$ cat src/rtl/sram_dump_uart_tx.sv
// sram_dump_uart_tx: reads a block of 16-bit words from SRAM through the
// sram_ctrl request port and sends each word as two UART 8N1 bytes on txd,
// low byte first. All outputs are registered; txd idles high.
module sram_dump_uart_tx #(
  parameter int CLKS_PER_BIT = 868,
  parameter int RD_WAIT      = 4
) (
  input  logic        clk,
  input  logic        rst_n,
  input  logic        dump_start,
  input  logic [18:0] start_addr,
  input  logic [19:0] word_count,
  output logic        sram_dump_selec,
  output logic        sram_dump_read,
  output logic        sram_dump_write,
  output logic [18:0] sram_dump_addr,
  input  logic [15:0] sram_dump_data,
  output logic        txd,
  output logic        busy,
  output logic        dump_done,
  output logic [19:0] dump_count
);

  localparam int CW = $clog2(CLKS_PER_BIT + 1);
  localparam int RW = $clog2(RD_WAIT + 1);

  typedef enum logic [2:0] {S_IDLE, S_RD, S_LO, S_HI, S_NEXT, S_FIN} state_t;

  state_t        state_q, state_d;
  logic [18:0]   addr_q, addr_d;
  logic [19:0]   remaining_q, remaining_d;
  logic [19:0]   count_q, count_d;
  logic [15:0]   word_q, word_d;
  logic [RW-1:0] rd_cnt_q, rd_cnt_d;
  logic [CW-1:0] clk_cnt_q, clk_cnt_d;
  logic [3:0]    bit_idx_q, bit_idx_d;
  logic          txd_q, txd_d;
  logic          busy_q, busy_d;
  logic          done_q, done_d;
  logic          selec_q, selec_d;

  // State and output registers; reset forces txd high at once, abandoning any frame.
  always_ff @(posedge clk or negedge rst_n) begin
    if (!rst_n) begin
      state_q     <= S_IDLE;
      addr_q      <= '0;
      remaining_q <= '0;
      count_q     <= '0;
      word_q      <= '0;
      rd_cnt_q    <= '0;
      clk_cnt_q   <= '0;
      bit_idx_q   <= '0;
      txd_q       <= 1'b1;
      busy_q      <= 1'b0;
      done_q      <= 1'b0;
      selec_q     <= 1'b0;
    end else begin
      state_q     <= state_d;
      addr_q      <= addr_d;
      remaining_q <= remaining_d;
      count_q     <= count_d;
      word_q      <= word_d;
      rd_cnt_q    <= rd_cnt_d;
      clk_cnt_q   <= clk_cnt_d;
      bit_idx_q   <= bit_idx_d;
      txd_q       <= txd_d;
      busy_q      <= busy_d;
      done_q      <= done_d;
      selec_q     <= selec_d;
    end
  end

  // Next-state logic: read a word, shift out its two frames, advance, repeat.
  always_comb begin
    logic [7:0] tx_byte;
    logic [9:0] frame;
    state_d     = state_q;
    addr_d      = addr_q;
    remaining_d = remaining_q;
    count_d     = count_q;
    word_d      = word_q;
    rd_cnt_d    = rd_cnt_q;
    clk_cnt_d   = clk_cnt_q;
    bit_idx_d   = bit_idx_q;
    txd_d       = 1'b1;
    tx_byte     = (state_q == S_HI) ? word_q[15:8] : word_q[7:0];
    frame       = {1'b1, tx_byte, 1'b0};

    case (state_q)
      S_IDLE: begin
        if (dump_start) begin
          addr_d      = start_addr;
          remaining_d = word_count;
          count_d     = '0;
          rd_cnt_d    = '0;
          state_d     = (word_count == 20'd0) ? S_FIN : S_RD;
        end
      end
      S_RD: begin
        // Address has been held RD_WAIT cycles by the last one; capture data then.
        if (rd_cnt_q == RW'(RD_WAIT - 1)) begin
          word_d    = sram_dump_data;
          rd_cnt_d  = '0;
          clk_cnt_d = '0;
          bit_idx_d = '0;
          state_d   = S_LO;
        end else begin
          rd_cnt_d = rd_cnt_q + RW'(1);
        end
      end
      S_LO, S_HI: begin
        // txd_q lags one cycle, so the HI start bit lands right after the LO stop bit.
        txd_d = frame[bit_idx_q];
        if (clk_cnt_q == CW'(CLKS_PER_BIT - 1)) begin
          clk_cnt_d = '0;
          if (bit_idx_q == 4'd9) begin
            bit_idx_d = '0;
            state_d   = (state_q == S_LO) ? S_HI : S_NEXT;
          end else begin
            bit_idx_d = bit_idx_q + 4'd1;
          end
        end else begin
          clk_cnt_d = clk_cnt_q + CW'(1);
        end
      end
      S_NEXT: begin
        count_d     = count_q + 20'd1;
        remaining_d = remaining_q - 20'd1;
        addr_d      = addr_q + 19'd1;
        rd_cnt_d    = '0;
        state_d     = (remaining_q == 20'd1) ? S_FIN : S_RD;
      end
      S_FIN: state_d = S_IDLE;
      default: state_d = S_IDLE;
    endcase

    // Registered status outputs follow the next state so they align with state_q.
    selec_d = (state_d == S_RD);
    busy_d  = (state_d != S_IDLE);
    done_d  = (state_d == S_FIN);
  end

  assign sram_dump_selec = selec_q;
  assign sram_dump_read  = selec_q;
  assign sram_dump_write = 1'b0;
  assign sram_dump_addr  = addr_q;
  assign txd             = txd_q;
  assign busy            = busy_q;
  assign dump_done       = done_q;
  assign dump_count      = count_q;

endmodule
$ cat config.mk
export PLATFORM = sky130hd
export DESIGN_NAME = sram_dump_uart_tx
export DESIGN_NICKNAME = d
export VERILOG_FILES = /design/src/rtl/sram_dump_uart_tx.sv
export SDC_FILE = /design/constraint.sdc
export NUM_CORES = 1
export LEC_CHECK = 0
export CORE_MARGIN = 3
export CORE_UTILIZATION = 45
export CTS_CLUSTER_DIAMETER = 150
export CTS_CLUSTER_SIZE = 16
export DETAILED_ROUTE_END_ITERATION = 12
export PLACE_DENSITY_LB_ADDON = 0.05
export SLEW_MARGIN = 25
export SYNTH_ARGS = -nofsm -noshare
export SYNTH_HDL_FRONTEND = slang
export SYNTH_SLANG_ARGS = --single-unit
$ cat constraint.sdc
create_clock -name clk -period 3.8 [get_ports clk]
set_input_delay 0.38 -clock clk [delete_from_list [all_inputs] [get_ports clk]]
set_output_delay 0.38 -clock clk [all_outputs]
set_load 0.03 [all_outputs]
# --- After elaboration in Yosys (flattened, before gate mapping) ---
# Cells that the tools add are included.
totals:
  in_bits: 58
  ff_bits: 99
  output_inout_bits: 45
classes:
  n_reduce_logical: 12
  n_addsub: 6
  n_eq_ne: 13
  mux: 28
  n_lt_le_gt_ge: 1
ops:
  columns: ["op", "count"]
  rows:
  - ["20-bit case mux with 2 select lines", 2]
  - ["20-bit 2-to-1 mux", 2]
  - ["19-bit case mux with 2 select lines", 1]
  - ["3-bit 2-to-1 mux", 9]
  - ["20-bit by 1-bit adder with 20-bit output, second input constant", 1]
  - ["20-bit by 1-bit equality test with 1-bit output, second input constant", 1]
  - ["20-bit logical NOT", 1]
  - ["10-bit 2-to-1 mux", 2]
  - ["10-bit case mux with 2 select lines", 1]
  - ["20-bit by 1-bit subtractor with 20-bit output, second input constant", 1]
  - ["19-bit by 1-bit adder with 19-bit output, second input constant", 1]
  - ["19-bit 2-to-1 mux", 1]
  - ["4-bit 2-to-1 mux", 3]
  - ["3-bit case mux with 4 select lines", 1]
  - ["10-bit by 1-bit adder with 10-bit output, second input constant", 1]
  - ["10-bit equality test, second input constant", 1]
  - ["3-bit by 2-bit equality test with 1-bit output, second input constant", 3]
  - ["3-bit case mux with 3 select lines", 1]
  - ["8-bit 2-to-1 mux", 1]
  - ["4-bit case mux with 2 select lines", 1]
  - ["2-bit AND reduction", 4]
  - ["3-bit by 1-bit equality test with 1-bit output, second input constant", 2]
  - ["3-bit equality test, second input constant", 2]
  - ["2-bit inequality test, second input constant", 3]
  - ["11 further kinds", 14]

# --- Logic depth before layout (Yosys ltp) ---
logic_depth:
  depth_word: 6
  depth_mapped: 9
  depth_no_buf: 7

# --- Worst setup path before layout ---
# Ideal clock, no wire load.
synth_timing:
  path_type: "register to register"
  start: "register addr_q[0], in the netlist sram_dump_addr[0]"
  end: "register addr_q[18], in the netlist sram_dump_addr[18]"
  setup_ns: 0.083
  path_slack_ns: 1.818
  required_ns: 3.717
  path_stages_with_launch: 7
  synth_period_minus_slack_ns: 1.982
  arrival_time_ns: 1.899
  path_cell_list: "dfrtp_1 > ha_1 > nand2_1 > nor4_2 > nand4_1 > xor2_1 > o21ai_0"
synth_via:
  elab_chain_cells: 2
synth_lines:
  columns: ["element", "line", "source"]
  rows:
  - ["start: declaration", "30", "logic [18:0] addr_q, addr_d;"]
  - ["start signal: assignment", "59", "addr_q <= addr_d;"]
  - ["19-bit by 1-bit adder with 19-bit output", "129", "addr_d = addr_q + 19'd1;"]
  - ["19-bit case mux with 2 select lines", "89", "case (state_q)"]
# No other way between the ends.
# A chain may end at the register's enable or synchronous reset.

# --- Final worst setup path ---
layout_timing:
  start: "register state_q[0]"
  end: "register addr_q[18], in the netlist sram_dump_addr[18]"
layout_via:
  elab_chain_cells: 3
  word_cells_on_any_way: 6
  classes_between: "eq/ne: 2; mux: 1; reduce/logical: 3"
layout_lines:
  columns: ["element", "line", "source"]
  rows:
  - ["start: declaration", "29", "state_t state_q, state_d;"]
  - ["start signal: assignment", "58", "state_q <= state_d;"]
  - ["3-bit equality test or 3-bit logical NOT (tied branches)", "89", null]
  - ["2-bit nonzero test (no source line) or 2-bit inequality test (tied branches)", null, null]
  - ["2-bit AND reduction (no source line)", null, null]
# Several ways; a longest one is shown, not always the timed one.

==> impl_metrics.py <==
metrics = {
    "logic_synthesis": {
        "async_reset_ff_share_pct": 100,
        "syn-num-nets": 646,
        "ys_seq_area_share_pct": 45.5,
        "yosys.cell_types.count": 67,
        "synth_ff_type": "dfrtp_1",
        "syn_area_um2": 5440,
        "synth_edf_count": 0,
        "synthCells": 580,
        "synthTopCellsByArea": "dfrtp_1 (45%), o21ai_0 (4.4%), nor2_1 (4.3%)",
        "syn_avg_cell_area_um2": 9.39,
        "ys_warn_count": 0,
        "synth_seq_cells": 99,
        "synth_top_area_share_pct": 45.0,
        "yosysTopAreaCell": "dfrtp_1",
    },
    "power": {
        "swShare_pct": 22.2,
        "p_seq_share_pct": 52.1,
        "intPower_mw": 1.60,
        "combPwrFrac_pct": 6.6,
        "switchingPower_mw": 0.457,
        "powerDensity_nw_per_um2": 301,
        "leakage_nw": 2.85,
        "ir_worst_vdd_mv": 0.244,
        "clockPowerShare_pct": 41.3,
    },
    "cts": {
        "clockBufferDepth": 2,
        "path_clk_slew_ps": 70,
        "cts_buffers": 9,
        "cts-root-buf": "clkbuf_16",
        "htreeDepth": 3,
        "clock-sinks": 99,
        "cts_tree": "built",
        "worstSkewPairLatency_ps": 350,
        "postCtsResizedCells": 0,
    },
    "critical_path": {
        "slowest_delay_ps": 580,
        "critPathKind": "reg2reg",
        "cp.depth": 7,
        "crit_buf_inv": 2,
        "path_common_cell": "buf_4",
        "ff2ff_path_depth": 7,
        "cp_top_family": "simple AND/OR/NAND/NOR gates",
        "slowest_stage": "nor2_2",
        "critPathMaxFanout": 20,
        "end_kind": "flop",
        "worstPathCellList": "or2_0, buf_4, nor2_2, nor2_1, buf_4, a22oi_1, o21ai_0",
        "crit_arrival_ps": 2630,
        "required_ps": 4030,
        "start_kind": "flop",
    },
    "detailed_routing": {
        "drc": 0,
        "vias": 4725,
        "ant_nets": 0,
        "drt-pass1-iter-count": 6,
        "viasPerCell": 5.75,
        "first_iter_violations": 324,
        "wl_mm": 13.7,
        "wl_per_cell_um": 16.7,
    },
    "timing": {
        "tns_ps": 0,
        "hold_viol": 0,
        "setup_viol": 0,
        "fmax_mhz": 415,
        "maxSlewViolCount": 0,
        "worst_pin_slew_ps": 928,
        "rsz0062_at_grt": "false",
        "clock_skew_ps": 9.21,
        "slew_headroom_pct": 37.6,
        "period_share_pct": 63.4,
        "fin_crit_ps": 2410,
    },
    "placed_design": {
        "place.port_buffers": 101,
        "hpwl_mm": 9.87,
        "dpl-instance-area_um2": 6580,
        "gp_congestion": 0.874,
    },
    "floorplan": {
        "start_util_pct": 46.9,
        "die_h_um": 116,
        "die_area_um2": 13500,
        "rows": 39,
        "pin_count": 103,
        "dieWidth_um": 116,
        "coreArea_um2": 11600,
    },
    "hold_path": {
        "hold_class": "in2async",
    },
    "global_routing": {
        "grt_max_degree": 38,
        "antenna_found_initial": 0,
        "grt_pass1_vias": 4510,
        "track_usage_pct": 21.1,
        "overflow": 0,
        "grt_pass1_wl_mm": 22.4,
    },
    "finish": {
        "multiInputGateArea_um2": 2790,
        "design_area_um2": 6850,
        "final_common_cell": "clkdlybuf4s50_1",
        "seqCellArea_um2": 2480,
        "layout_common_cells": "clkdlybuf4s50_1 (100), dfrtp_1 (98), nor2_1 (61)",
        "diodes": 0,
        "fillers": 1100,
        "drive_gt1_share_pct": 9.13,
        "final_nets": 740,
        "area_delta_synth_final_pct": 25.9,
    },
    "status": {
        "status": "complete, no violations",
    },
    "run": {
        "timing.max_cap.violations": 0,
    },
}
power by group through the flow:
stage / combinational [mW] / sequential [mW] / clock [mW]
after floorplan: 0.0390 / 1.09 / 0
after global placement: 0.136 / 1.09 / 0
final: 0.136 / 1.07 / 0.850
after global routing: 0.150 / 1.08 / 0.900
after CTS: 0.139 / 1.07 / 0.869
after detailed placement: 0.138 / 1.09 / 0
logic make-up after synthesis:
| kind of cell | after synthesis | share of synthesized area (%) |
|---|---|---|
| DFF | 99 | 45.5 |
| xor gates and xnor gates | 24 | 3.86 |
| adders and majority gates | 8 | 1.84 |
| muxes | 25 | 6.09 |
| buffers and inverters | 41 | 3.47 |
| AOI/OAI and AO/OA | 154 | 17.2 |
| and+or+nand+nor | 228 | 22.0 |
| other | 1 | 0.0689 |
registers in the layout, summed over array words and instances, names as in the netlist, 3 cells and up:
| name | flops |
|---|---|
| state_q | 3 |
| remaining_q | 20 |
| word_q | 16 |
| bit_idx_q | 4 |
| rd_cnt_q | 3 |
| dump_count | 20 |
| sram_dump_addr | 19 |
| clk_cnt_q | 10 |
area by class of cell:
cell class                      instances  area share, %
Multi-Input combinational cell        440           40.6
Inverter                               10          0.548
Clock inverter                          3          0.219
Clock buffer                           13           3.65
Tap cell                              143           2.61
Timing Repair Buffer                  114           16.2
Sequential cell                        99           36.2
metrics by stage:
stage / worst slack, ps / power [mW] / std cells / hold slack [ps] / util, %
final: 1390 / 2.06 / 822 / 492 / 59.0
after CTS: 1380 / 2.08 / 822 / 499 / 59.0
after global routing: 1200 / 2.13 / 822 / 517 / 59.0
after detailed placement: 1110 / 1.23 / 805 / 335 / 56.6
after floorplan: 1820 / 1.13 / 580 / 84.4 / -
after global placement: 1190 / 1.23 / 805 / 333 / 56.6
final timing paths:
path	slack [ps]	startpoint	end
min in group clk	500	word_q[13]	word_q[13]
worst max register to register	1390	state_q[0]	sram_dump_addr[18]
worst min-delay path	490	rst_n	dump_count[2]
max in group asynchronous	2490	rst_n	txd
worst max-delay path	1390	state_q[0]	sram_dump_addr[18]
worst min register to register	500	word_q[13]	word_q[13]
metal layers:
metal	global-route usage, %	vias up	wire (µm)
met4	4.33	0	114
met5	0	-	0
met2	34.6	137	6630
met1	28.6	2275	6220
li1	-	2303	-
met3	5.27	10	779
synthesized netlist by cell type (3+ instances only):
cell type / number
xnor2_1: 6
or3_1: 4
o21ai_0: 48
mux2i_1: 5
nand2_1: 52
nand3_1: 23
a22oi_1: 6
nand4_1: 12
o31ai_1: 7
nor4_1: 8
mux2_2: 16
o2bb2ai_1: 3
o22ai_1: 11
clkbuf_1: 17
inv_1: 10
a31oi_1: 4
a22o_1: 5
nor2_1: 63
dfrtp_1: 98
mux4_1: 3
a21oi_1: 45
nor2b_1: 7
a31o_2: 3
and3_1: 10
ha_1: 8
nand2b_1: 7
and4_1: 8
buf_2: 10
nor3_1: 15
xor2_1: 18
timing repair:
item | CTS | global route
hold buffers | 1 | 0
setup buffers | 0 | 0
endpoints found under the hold margin | 29 | 0
worst register-to-register path, delay by kind of cell (launching register included):
| kind | cells | cell delay, ps |
|---|---|---|
| buf+inv | 2 | 470 |
| simple gates | 3 | 1080 |
| flops | 1 | 500 |
| compound gates | 2 | 240 |
Note: power is estimated with default switching activity, not from simulation.
